### config.mk
export PLATFORM = sky130hd
export DESIGN_NAME = irq_encoder_8to3_flat
export DESIGN_NICKNAME = d
export VERILOG_FILES = /design/src/rtl/irq_enc_pkg.sv /design/src/rtl/irq_encoder_8to3_if.sv /design/src/rtl/prio_enc8.sv /design/src/rtl/irq_encoder_8to3.sv /design/src/flat_wrapper.sv
export SDC_FILE = /design/constraint.sdc
export NUM_CORES = 1
export LEC_CHECK = 0
export BUFFER_PORTS_ARGS = -buffer_cell sky130_fd_sc_hd__buf_2
export CAP_MARGIN = 0
export CORE_AREA = 2 2 39 41
export DETAILED_ROUTE_END_ITERATION = 8
export DIE_AREA = 0 0 41 43
export MAX_ROUTING_LAYER = met4
export PLACE_DENSITY = 0.79
export SETUP_SLACK_MARGIN = 0.4
export SYNTH_ARGS = -nofsm -noshare
export SYNTH_HDL_FRONTEND = slang
export SYNTH_HIERARCHICAL = 1
export SYNTH_SLANG_ARGS = --single-unit
### constraint.sdc
create_clock -name clk -period 2.85 [get_ports clk]
set_input_delay 0.285 -clock clk [delete_from_list [all_inputs] [get_ports clk]]
set_output_delay 0.285 -clock clk [all_outputs]
set_load 0.005 [all_outputs]
### src/rtl/irq_enc_pkg.sv
// rtl/irq_enc_pkg.sv - shared constants for the 8-to-3 interrupt encoder
package irq_enc_pkg;
  localparam int N_SRC  = 8;
  localparam int CODE_W = 3;
endpackage

### src/rtl/irq_encoder_8to3_if.sv
// rtl/irq_encoder_8to3_if.sv - request capture and code handshake bundle
interface irq_encoder_8to3_if;
  import irq_enc_pkg::*;

  logic              en;
  logic [N_SRC-1:0]  in;
  logic              ready;
  logic [CODE_W-1:0] out;
  logic              valid;
  logic [N_SRC-1:0]  pending;
  logic              overflow;

  modport master (
    output en, in, ready,
    input  out, valid, pending, overflow
  );

  modport slave (
    input  en, in, ready,
    output out, valid, pending, overflow
  );
endinterface

### src/rtl/prio_enc8.sv
// rtl/prio_enc8.sv - combinational 8-bit priority encoder
module prio_enc8
  import irq_enc_pkg::*;
#(
  parameter int PRIO_HIGH = 1
) (
  input  logic [N_SRC-1:0]  vec,
  output logic [CODE_W-1:0] idx,
  output logic              any
);

  // Scan toward the highest-priority end so that bit overwrites the rest.
  always_comb begin
    idx = '0;
    any = |vec;
    if (PRIO_HIGH != 0) begin
      for (int i = 0; i < N_SRC; i++) begin
        if (vec[i]) idx = CODE_W'(i);
      end
    end else begin
      for (int i = N_SRC - 1; i >= 0; i--) begin
        if (vec[i]) idx = CODE_W'(i);
      end
    end
  end

endmodule

### src/rtl/irq_encoder_8to3.sv
// rtl/irq_encoder_8to3.sv - pending-request register with handshaked index output
module irq_encoder_8to3
  import irq_enc_pkg::*;
#(
  parameter int PRIO_HIGH = 1
) (
  input  logic              clk,
  input  logic              rst,
  irq_encoder_8to3_if.slave bus
);

  logic [N_SRC-1:0]  pending_q;
  logic [CODE_W-1:0] out_q;
  logic              valid_q;
  logic              overflow_q;

  logic              accept;
  logic [N_SRC-1:0]  clr_mask;
  logic [N_SRC-1:0]  set_mask;
  logic [N_SRC-1:0]  remain;
  logic [CODE_W-1:0] enc_idx;
  logic              enc_any;

  // The encoder sees only registered requests minus the one being accepted,
  // so a same-cycle re-request is presented again a cycle later.
  always_comb begin
    accept   = valid_q & bus.ready;
    clr_mask = '0;
    if (accept) clr_mask[out_q] = 1'b1;
    set_mask = bus.en ? bus.in : '0;
    remain   = pending_q & ~clr_mask;
  end

  prio_enc8 #(
    .PRIO_HIGH (PRIO_HIGH)
  ) u_prio (
    .vec (remain),
    .idx (enc_idx),
    .any (enc_any)
  );

  always_ff @(posedge clk) begin
    if (rst) begin
      pending_q  <= '0;
      out_q      <= '0;
      valid_q    <= 1'b0;
      overflow_q <= 1'b0;
    end else begin
      pending_q <= remain | set_mask;
      if (|(set_mask & remain)) overflow_q <= 1'b1;
      if (!valid_q || accept) begin
        valid_q <= enc_any;
        out_q   <= enc_idx;
      end
    end
  end

  assign bus.out      = out_q;
  assign bus.valid    = valid_q;
  assign bus.pending  = pending_q;
  assign bus.overflow = overflow_q;

endmodule

### src/flat_wrapper.sv
// flat-port wrapper written by rule: the top's interface ports become plain ports
module irq_encoder_8to3_flat import irq_enc_pkg::*;
#(
  parameter int PRIO_HIGH = 1
)
  (clk, rst, bus_en, bus_in, bus_ready, bus_out, bus_valid, bus_pending, bus_overflow);
  irq_encoder_8to3_if bus_i ();
  input  logic clk;
  input  logic rst;
  input wire logic [$bits(bus_i.en)-1:0] bus_en;
  input wire logic [$bits(bus_i.in)-1:0] bus_in;
  input wire logic [$bits(bus_i.ready)-1:0] bus_ready;
  output wire logic [$bits(bus_i.out)-1:0] bus_out;
  output wire logic [$bits(bus_i.valid)-1:0] bus_valid;
  output wire logic [$bits(bus_i.pending)-1:0] bus_pending;
  output wire logic [$bits(bus_i.overflow)-1:0] bus_overflow;
  assign bus_i.en = bus_en;
  assign bus_i.in = bus_in;
  assign bus_i.ready = bus_ready;
  assign bus_out = bus_i.out;
  assign bus_valid = bus_i.valid;
  assign bus_pending = bus_i.pending;
  assign bus_overflow = bus_i.overflow;
  irq_encoder_8to3 #(.PRIO_HIGH(PRIO_HIGH)) u_core (.clk(clk), .rst(rst), .bus(bus_i));
endmodule
==> results of run 1 <==
-- synth_stat cells (2+ instances only) --
cell,count
inv_1,4
a22oi_1,3
a21boi_0,2
dfxtp_1,13
o31a_1,2
clkbuf_1,2
inv_2,2
a21oi_1,11
mux2i_1,3
nor2_1,17
nand2_1,4
-- metrics by stage --
stage	hold WS, ns	power (W)	std cells	utilization (%)	setup WS (ns)
finish	0.258	0.000423	119	57.3	1.11
global route	0.268	0.000453	119	57.3	0.934
CTS	0.251	0.000428	119	57.3	1.17
detailed placement	0.510	0.000315	115	55.4	1.18
global placement	0.505	0.000314	115	55.4	1.26
floorplan	0.354	0.000278	77	-	1.33
-- power by group through the flow --
stage / logic, W / registers, W / clock network (W)
final: 0.0000975 / 0.000214 / 0.000111
after global routing: 0.000108 / 0.000217 / 0.000128
after CTS: 0.0000967 / 0.000215 / 0.000117
after detailed placement: 0.0000965 / 0.000219 / 0
after global placement: 0.0000956 / 0.000218 / 0
after floorplan: 0.0000595 / 0.000218 / 0
-- worst paths after layout --
check	start	endpoint	slack [ns]
max	u_core/bus.out[0]$_SDFFE_PP0P_	u_core/bus.out[0]$_SDFFE_PP0P_	1.11
min	bus_in[4]	u_core/bus.pending[4]$_SDFF_PP0_	0.26
max reg2reg	u_core/bus.out[0]$_SDFFE_PP0P_	u_core/bus.out[0]$_SDFFE_PP0P_	1.11
min reg2reg	u_core/bus.overflow$_SDFFE_PP0P_	u_core/bus.overflow$_SDFFE_PP0P_	0.52
-- per-layer routing --
layer	vias up	track usage [%]
li1	325	-
met2	26	31.3
met1	315	25.3
met4	0	14.0
met5	-	-
met3	2	3.14
-- sequential cells by signal (all words and copies together) (netlist names) --
name,flops
u_core/bus.out,3
u_core/bus.overflow,1
u_core/bus.pending,8
u_core/bus.valid,1
-- logic make-up (layout without fill, tap and decap cells) --
logic type	count (synthesis)	in the layout	synth area share, %
compound gates	26	26	30.6
flops	13	13	41.0
buf+inv	8	34	4.73
simple gates	27	27	18.9
mux	3	3	4.73
-- layout make-up --
class	instances	area, µm²	area share [%]
Tap cell	16	20.0	2.52
Inverter	6	22.5	2.84
Timing Repair Buffer	24	120	15.1
Multi-Input combinational cell	56	344	43.4
Clock buffer	4	26.3	3.31
Sequential cell	13	260	32.8
-- tightest hold or removal path: stages --
cell,delay (ns)
buf_2,0.09
a21oi_1,0.06
nor2_1,0.07
==> out/results.txt, run 1 <==
In this run the static leakage power is 0.375 nW. The post-route cell area is 793 µm², and the peak supply drop is 0.295 mV. Walking the worst path, the cells encountered are and3b_1, a21boi_0, inv_1, a21oi_1, o31ai_2, mux2i_1, nor2_1. Net switching is 29.8% of the power. For this run, the register share of the synthesized area comes to 41.0%. The post-synthesis cell area came out at 634 µm². Of the cells placed in the final design, the portion with a size suffix greater than 1 is 31.1%. The run gives 0 as the initial antenna violation count. Entering global routing, the biggest net connects 14 pins.

Summing all placed instances gives a cell area of 767 µm². The number of flops mapped to enable cells by yosys came out at 0. On the critical path the largest part of the delay comes from compound AO/OA/AOI/OAI gates. Setup repair after global routing left no endpoint under its margin. The reported net switching power is 0.000126 W, and the maximum clock rate is 0.576 GHz. When the netlist entered floorplanning its net count stood at 89. For the via count of the first global-routing pass, the log shows 557. The aggregate global-route resource usage was 21.2%; the measured slew at the worst slew-check pin was 0.565 ns. Clock-pin slew was measured on the worst setup and hold paths at 0.08 ns. The number of max-slew violations in the final report is 0, and the chip height is 43 µm.

Counting flops and latches in the post-synthesis netlist gives 13. After detailed routing, the number of remaining DRC violations is 0. Clock tree synthesis inserted a total of 3 buffers. The part of the power in the clock network is 26.2%, and the floorplan row count is 14. The remaining global-route overflow is 0. The number of nets at the end of the flow was 116. The run gives 0 as the final hold violation count. Signal routing reaches up to met4. For this design, the sink count on the clock tree is 13.

The tools report the level count of the clock H-tree as 1. Leaving out fill and tap cells, the most frequent cell in the layout is buf_2. The critical path crosses 7 cells after its start point. The tools report the relative contribution of combinational cells to total power as 23.1%. The worst setup path is launched from a flip-flop. After the first detailed-routing iteration, the DRC count stood at 26. The first-pass GRT wire length is 2.39 mm, and the worst-skew pair later-pin latency is 0.27 ns. The detailed router put a total of 636 µm of wire on met1. TritonCTS built the clock tree. STA puts the critical path data arrival time at 1.89 ns. Measured along the x axis, the die boundary spans 41 µm. For the starting density of the core, the log shows 45.8%. Number of antenna cells inserted: 0. For this design, the slowest cell found on the critical path is a21boi_0. The peak per-stage delay on the critical path came out at 0.43 ns. The cell sitting at the root of the clock tree is a clkbuf_4.

Synthesis handed over a netlist of 77 instances. The total met2 wirelength after detailed routing came out at 798 µm. After synthesis, the netlist uses 25 different library cells.

During I/O placement, the number of pins put on the boundary was 25. In the synthesized netlist the async set-or-reset flop fraction comes to 0%. The required time reported for the critical path endpoint is 3.01 ns. The setup path with the least slack is of type reg2reg.

Once the clock tree was built, the resizer swapped 0 gates to a different size. The tool flagged a number of max-cap violations equal to 0. The worst hold path was traced through 3 stages. The worst hold-check path type was in2reg.

The area added between synthesis and finish is 25.0%, and the area share of the largest cell type after synthesis is 41.0%. Measured against its own limit, the worst slew margin works out to 62.2%. For this block, the routed nets add up to 1.53 mm of wire.

The worst setup path is captured at a flip-flop. Number of nets with antenna violations after detailed routing: 0. Dividing the detail-routed wire length by the instance count gives 12.9 µm. By area the synthesized netlist is led by dfxtp_1 41%, nor2_1 10%, a21oi_1 8.7%.

For the total of hold buffers inserted after clock tree synthesis, the log shows 0. The clock period minus final worst setup slack was 1.74 ns; the layout filler cell count was 142. The die area was 1760 µm².

The flow ran to the end, and the final reports show no timing, DRC or antenna violations. The count of buffer and inverter cells on the critical path is 1. Sequential cells account for 50.7% of the total power. For the setup violation total in the final timing report, the log shows 0. The cell count of the worst reg-to-reg path was 7; the post-detailed-route via-to-cell ratio was 5.61. The area of the core is 1380 µm², and the synthesized area divided by synthesized cell count is 8.24 µm². Once detailed placement completed, the half-perimeter wirelength came to 1.18 mm.

The internal portion of the total power is 0.000297 W. Leaving out fill and tap cells, the most frequent cells in the layout are 24 x buf_2, 17 x nor2_1, 13 x dfxtp_1. The first-pass iteration count of the detailed router was 4; the number of warnings printed during yosys synthesis was 6. The most used flip-flop cell after synthesis is dfxtp_1. After routing, the total negative slack on setup checks comes to 0 ns. The total length of routed met3 wires was 75 µm.

Buffers added to address setup during post-CTS repair amount to 0. At the end of routability-driven placement, the weighted congestion stood at 0.899. The total power divided by cell area is 533 nW/µm².

The maximum buffer depth of the clock tree is 2, and the number of vias after detailed routing is 668. Setup clock skew after layout: 0.00559 ns. Summed over all instances, the cell type with the most area after synthesis is dfxtp_1. The largest fanout on the critical path came out at 6. The portion of the clock cycle consumed by the worst path in the final layout is 60.9%.

The number of buffer cells added on primary ports is 24.
Power figures use the tool's default switching activity.
==> inputs of run 2 (changes only) <==
ABC_AREA = 1   (was not set)
CORE_AREA = not set   (was 2 2 39 41)
CORE_MARGIN = 2   (was not set)
CORE_UTILIZATION = 47   (was not set)
DIE_AREA = not set   (was 0 0 41 43)
PLACE_DENSITY = 0.76   (was 0.79)
clock period = 1.75 ns   (was 2.85 ns; I/O delays follow)
==> run 2 against run 1 <==
  * Sequential power is 64% higher
  * Sequential share of layout area fell by 5.4 points
  * Register-to-register slack got worse by 0.77 ns
  * Via count increased by 22%
  * Final cell count rose by 40%
  * Worst hold slack got worse by 0.11 ns
  * Global-route usage down 0.22 points
  * Power grew 76%
  * Clock skew grew 0.0070 ns
  * Clock power grew 70%
  * Synthesized cell count rose by 55%
  * Critical endpoint unchanged
==> out/results.txt, run 2 <==
The flow ran to the end, and the final reports show no timing, DRC or antenna violations. The tools report the post-synthesis cell area as 714 µm². For the level count of the clock H-tree, the log shows 1. The final hold violation count was 0; the total chip power was 0.000745 W. For the number of distinct library cell variants in the gate-level netlist after synthesis, the log shows 16. Once detail routing completed, the nets flagged for antenna violations numbered 0. The logs give 0.598 mV for the peak supply drop and 0.292 ns for the post-place setup slack. The clock drives 13 sinks. The die extent in x came out at 43.0 µm.

By startpoint and endpoint, the worst setup path is classified as reg2reg. The run gives 1.60 ns as the critical path arrival. The launch instance of the worst min-delay path is bus_in[0]. The tools report the number of vias after detailed routing as 815.

The number of top-level pins came out at 25. TritonCTS built the clock tree. Dividing the detail-routed wire length by the instance count gives 11.3 µm. The tools report the count of mapped cells out of synthesis as 119. The beginning of the worst register-to-register path is u_core/bus.valid$_SDFFE_PP0P_.

Row generation in the floorplan step produced 14 rows. The number of max-slew violations in the final report is 0. By area the synthesized netlist is led by dfxtp_1 36%, nand2_1 20%, inv_1 14%. The proportion of layout cells with a drive suffix above 1 works out to 43.7%. The final design utilization is 67.6%.

In the global route stage, overall resource usage came out at 20.9%. The region available for standard cell placement spans 1470 µm². The worst setup path is launched from a flip-flop. Clock tree synthesis inserted a total of 3 buffers. The setup violation total in the final timing report was 0. Routability-driven placement finished with a final weighted congestion of 0.847. The post-detailed-route via-to-cell ratio was 4.88. The number of nets in the synthesized netlist is 131. Entering global routing, the biggest net connects 11 pins. For this run, the post-layout net count is 164. The total negative slack came out at 0 ns. Before antenna repair, the detailed router went through 4 iterations. The standby leakage power is 0.576 nW, and the via count of the first global-routing pass is 719. For this run the aggregate overflow at the end of global routing stands at 0. Between clock sinks in the finished design, the worst skew comes to 0.0126 ns. The flip-flop and latch count after synthesis was 13. The number of flops mapped to enable cells by yosys was 0. The tools report the required time reported for the critical path endpoint as 1.95 ns.

The cell type contributing the most total cell area after synthesis is dfxtp_1. Setup repair after global routing could not meet its margin everywhere. Fill cells in the final layout number 134. The average instance in the mapped netlist occupies 6.00 µm². The layer flagged by global routing as most heavily used is met2. For this run, global-route usage on met1 was measured as 23.8%. The most used flip-flop cell after synthesis was dfxtp_1. The number of cells on the worst hold path was 3. The path with the worst hold slack has its endpoint at u_core/bus.pending[0]$_SDFF_PP0_.

After layout, the worst setup slack is 0.346 ns. The sum of routed wire length over all layers came out at 1.89 mm. Leaving out fill and tap cells, the most frequent cell in the layout is nand2_1. The worst-skew pair later-pin latency was 0.28 ns. The floorplan step defined a die boundary enclosing 1850 µm². The library cells used most frequently in the layout, excluding fill and tap cells, are 27 x nand2_1, 24 x buf_2, 21 x inv_1.

The logs give 71.3% for the worst slew margin relative to its limit and 1.31 mm for the placed wire-length estimate after detailed placement. After detailed routing, the number of remaining DRC violations is 0. The area added between synthesis and finish works out to 39.2%. Number of antenna cells inserted: 0. For the maximum clock rate, the log shows 0.712 GHz. In the finished design, the share of the clock period the worst path needs comes to 80.2%. The initial antenna violation count came out at 0. Once layout is complete, the cells apart from fillers number 167. The Yosys step of the flow raised 6 warnings. The most common cell in the synthesized netlist was nand2_1. The tools report the first-pass GRT wire length as 2.79 mm.

The starting DRC count in detailed routing was 19. The root cell of the clock tree was clkbuf_4. The total power divided by cell area is 749 nW/µm², and the maximum buffer depth of the clock tree is 2. The cell count of the worst reg-to-reg path came out at 14.

The run gives 157 as the number of cells after detailed placement. The kind of capture point of the worst setup path is a flip-flop. The starting density of the core came out at 48.6%. After synthesis, the share of flip-flops with an asynchronous set or reset is 0%.

By count the netlist is led by 39 x nand2_1, 26 x inv_1, 13 x dfxtp_1. The measured slew at the worst slew-check pin came out at 0.428 ns. The share of the Yosys chip area taken by registers is 36.4%.

The tools report the critical path launch point as u_core/bus.valid$_SDFFE_PP0P_. The logs give 0 for the max capacitance violation total and 35.8% for the met2 layer usage reported by global route. Of all nets on the critical path, the largest fanout is 4. After synthesis, the largest area contributor takes up 36.4% of total cell area. The worst hold-check path type is in2reg. Input and output buffers added on the ports amount to 24. In this run the critical register-to-register path is captured at u_core/bus.out[0]$_SDFFE_PP0P_.

The number of flip-flops under the largest register name was 8. In this run the register-to-register setup slack is 0.35 ns. The chip height works out to 43.0 µm. Global routing used 2.55% of the available met3 tracks. The clock period minus final worst setup slack is 1.40 ns, and the clock transition time at the flip-flop clock pins of the worst setup and hold paths is 0.09 ns.
-- run 2: changes by cell type in the layout (fill, tap and decap cells not counted), moves of 4 or more --
cell and delta:
nand2_2 +13, nor2_2 +4, nand2_1 +23, dfxtp_1 -4
nor2_4 +4, nand3_1 +5, buf_4 +6, inv_1 +17
nor2_1 -12
-- run 2: worst max-delay path: stages, from the launching register on --
cell,delay (ns)
dfxtp_2,0.35
nand2_2,0.09
nor2_4,0.14
nand2_2,0.09
nand2_2,0.08
inv_1,0.05
inv_2,0.05
nand2_1,0.05
nand2_1,0.05
nand2_1,0.04
nand2_1,0.06
nand2_1,0.05
nand2_1,0.05
o21ai_1,0.05
a21oi_1,0.12
-- run 2: timing repair --
action,in CTS,in global routing
pin swaps,3,18
cloned,0,0
resized for setup,11,28
hold endpoints to repair,0,0
hold buffers,0,0
buffers inserted,2,4
setup endpoints to repair,4,5
-- run 2: area by class of cell --
cell class                      count  area, µm²  share of cell area [%]
Tap cell                           16       20.0                    2.01
Multi-Input combinational cell     77        407                    40.9
Clock buffer                        4       26.3                    2.64
Timing Repair Buffer               30        165                    16.6
Sequential cell                    13        273                    27.4
Inverter                           27        104                    10.4
-- run 2: metrics by stage --
step                hold WS, ns  instance area (µm²)
finish                    0.153                  995
global route              0.177                  995
CTS                       0.150                  905
detailed placement        0.453                  838
global placement          0.444                  838
floorplan                 0.333                  714
-- run 2: logic make-up after synthesis --
kind of cell	count (synthesis)	synth area share, %
buffers and inverters	29	16.5
DFF	13	36.4
AOI/OAI and AO/OA	15	10.9
and+or+nand+nor	62	36.3
-- run 2: layer usage --
layer  routed length, µm  vias up
li1                    -      420
met1                 804      357
met2                 972       32
met3                  92        6
met4                  24        0
met5                   0        -
-- run 2: how the worst max path moves through the flow --
stage,to,slack (ns)
floorplan,u_core/bus.out[0]$_SDFFE_PP0P_,0.43
global placement,u_core/bus.out[0]$_SDFFE_PP0P_,0.30
detailed placement,u_core/bus.out[0]$_SDFFE_PP0P_,0.29
CTS,u_core/bus.out[0]$_SDFFE_PP0P_,0.38
global route,u_core/bus.valid$_SDFFE_PP0P_,0.25
finish,u_core/bus.out[0]$_SDFFE_PP0P_,0.35
-- run 2: report_power, final --
| part | internal [W] | total [W] | switching (W) |
|---|---|---|---|
| sequential | 0.000325 | 0.000352 | 0.0000271 |
| combinational | 0.0000877 | 0.000205 | 0.000117 |
| clock | 0.0000883 | 0.000189 | 0.000100 |
| total | 0.000501 | 0.000745 | 0.000244 |
==> inputs of run 3 (changes only) <==
ABC_AREA = 0   (was 1)
CORE_UTILIZATION = 41   (was 47)
PLACE_DENSITY = 0.72   (was 0.76)
clock period = 1.2 ns   (was 1.75 ns; I/O delays follow)
==> run 3 against run 2 <==
  * Non-clock buffer count is 12 higher
  * Worst hold slack lost 0.068 ns
  * Register-to-register slack got worse by 0.68 ns
  * Final cell count shrank 18%
  * The flow now finishes with violations (negative setup slack)
  * Clock skew down 0.010 ns
  * Highest routed layer unchanged
  * Design area is 9.4% higher
==> out/results.txt, run 3 (synthesized netlist as in run 1, its figures left out) <==
The register with the most flip-flops in the layout has 8 of them. The root cell of the clock tree is clkbuf_4. After the first detailed-routing iteration, the DRC count stood at 24. TritonCTS built the clock tree. The flow ran to the end, but the final reports show violations. IR analysis of the VDD net gives a maximum drop of 0.863 mV. The proportion of layout cells with a drive suffix above 1 was 62.0%. The floorplan row count came out at 14.

The critical path goes through nand2_1, o41a_1, a21oi_2, o31ai_2, mux2i_1, nor2_1. Across all hold checks on the routed design, the worst slack comes to 0.0847 ns. Data on the critical path is required at its endpoint by 1.37 ns. The area added between synthesis and finish was 71.6%. Power comes to 0.00121 W.

The level count of the clock H-tree was 1; the post-route cell area was 1090 µm². The worst slew margin relative to its limit came out at 82.9%. Final design utilization: 74.0%.

The worst setup path is captured at a flip-flop. Average routed wire per standard cell: 15.2 µm. The critical path is of the reg2reg type. Highest-delay cell along the critical path: o41a_1. Die area: 1880 µm². The clock passes through at most 2 buffers.

The core region is 1470 µm². The worst hold-check path type is in2reg. The setup clock skew after layout was 0.00260 ns; the switching power as a share of total power was 31.6%. The tools report the maximum clock rate as 0.650 GHz.

The layout filler cell count is 111, and the reported net switching power is 0.000384 W. The starting density of the core is 43.1%, and the die extent in x is 43.3 µm. The max capacitance violation total is 0, and the critical path arrival is 1.71 ns. Part of the total power dissipated in sequential elements: 42.8%.

The sequential cells in the finished layout cover a total of 285 µm². Final hold violation count: 0. The number of nets at the end of the flow was 134; the initial antenna violation count was 0. For the part of the power in the clock network, the log shows 22.9%. The number of max-slew violations in the final report came out at 0.

The largest fanout on the critical path is 4, and the first-pass GRT wire length is 3.00 mm. After clock tree synthesis, the clock-pin slew on the worst setup and hold paths is 0.08 ns. For the pin with the worst max-slew slack, the measured transition is 0.256 ns. The pre-antenna-repair detailed-routing pass consisted of 4 iterations. Setup repair after global routing could not meet its margin everywhere.

The worst path setup slack after routing came out at -0.338 ns. The analysis attributes to cell leakage a power of 0.502 nW. For this run, the slowest stage of the critical path takes 0.48 ns. The run gives 25 as the number of top-level pins. The later pin in the worst-skew pair is clocked with a latency of 0.28 ns. The run gives 897 µm² as the instance area after placement.

The library cell used most frequently in the layout, excluding fill and tap cells, is buf_2. The HPWL after detailed placement is 1.35 mm. The final reports fail on negative setup slack. Counting I/O delays and the setup requirement, the final critical path takes 1.54 ns. The chip height is 43.3 µm. The multi-input combinational cells in the finished layout cover a total of 417 µm².

0 antenna diodes ended up in the layout. The tools report the number of vias after detailed routing as 771. The number of buffer cells added on primary ports is 24. For the remaining global-route overflow, the log shows 0. Adding up every negative setup slack in the final design gives -1.97 ns. Setup violations remaining at the end of the flow were counted as 12.

For this design, the sink count on the clock tree is 13. The tools report the via count of the first global-routing pass as 652. The worst setup path is launched from a flip-flop. After detailed routing, the number of remaining DRC violations is 0.

At the end of routability-driven placement, the weighted congestion stood at 0.864. The number of nets with antenna violations after detailed routing is 0, and the total power divided by cell area is 1110 nW/µm². Dividing the detail-routed via count by the number of cells gives 5.63. The internal power consumption was 0.000830 W. The sum of routed wire length over all layers was 2.08 mm; the aggregate global-route resource usage was 22.6%. Entering global routing, the biggest net connects 14 pins. The relative contribution of combinational cells to total power was 34.3%; the portion of the clock cycle consumed by the worst path in the final layout was 128%. Leaving out fill and tap cells, the most frequent cells in the layout are 19 x buf_2, 15 x nor2_1, 12 x buf_4.

For the number of buffers inserted during clock tree synthesis, the log shows 3.
## run 3: cell types whose count changed in the layout (fill, tap and decap cells not counted), moves of 5 or more
cell     delta
nand2_1    -23
inv_1      -17
nand2_2    -13
buf_6      +10
nor2_1     +10
dfxtp_1     -8
dfxtp_2     +7
a21oi_2     +6
buf_4       +6
a21oi_1     -5
buf_2       -5
nand3_1     -5
## run 3: metal layers
layer	vias to the layer above	wire length, µm	global-route usage [%]
met4	0	38	11.5
met2	34	1020	36.1
li1	364	-	-
met3	5	131	4.58
met1	368	885	26.8
met5	-	0	-
## run 3: worst paths after layout
path	start	end	slack, ns	cells after the start
setup / recovery	u_core/bus.out[0]$_SDFFE_PP0P_	u_core/bus.out[0]$_SDFFE_PP0P_	-0.34	6
hold / removal	bus_in[2]	u_core/bus.pending[2]$_SDFF_PP0_	0.08	3
setup reg to reg	u_core/bus.out[0]$_SDFFE_PP0P_	u_core/bus.out[0]$_SDFFE_PP0P_	-0.34	6
hold reg to reg	u_core/bus.overflow$_SDFFE_PP0P_	u_core/bus.overflow$_SDFFE_PP0P_	0.53	2
## run 3: worst max-delay path: cells and delay by family (launching register included)
kind	cells	cell delay [ns]
AOI/OAI and AO/OA	3	0.73
DFF	1	0.37
muxes	1	0.20
and+or+nand+nor	2	0.12
## run 3: power groups by stage
stage / sequential, W / clock [W] / combinational, W
after detailed placement: 0.000519 / 0 / 0.000305
final: 0.000520 / 0.000278 / 0.000416
after CTS: 0.000514 / 0.000282 / 0.000359
after global placement: 0.000516 / 0 / 0.000299
after floorplan: 0.000522 / 0 / 0.000148
after global routing: 0.000525 / 0.000302 / 0.000445
## run 3: cell type report
class                      count  area share (%)
inverter                       6            2.07
clock buffer                   4            2.41
multi-input combinational     56            38.3
sequential                    13            26.2
timing repair buffer          42            29.2
tap                           16            1.84
## run 3: repair_timing
action	CTS	global route
gates resized for setup	21	12
endpoints found under the setup margin	26	26
hold buffers	0	0
setup buffers	3	3
pin swaps	1	5
cloned	0	0
## run 3: stage by stage
step                      setup WS (ns)  instances
after detailed placement         -0.251        127
after global routing             -0.388        137
after CTS                        -0.257        134
after floorplan                  -0.171         77
after global placement           -0.201        127
final                            -0.338        137
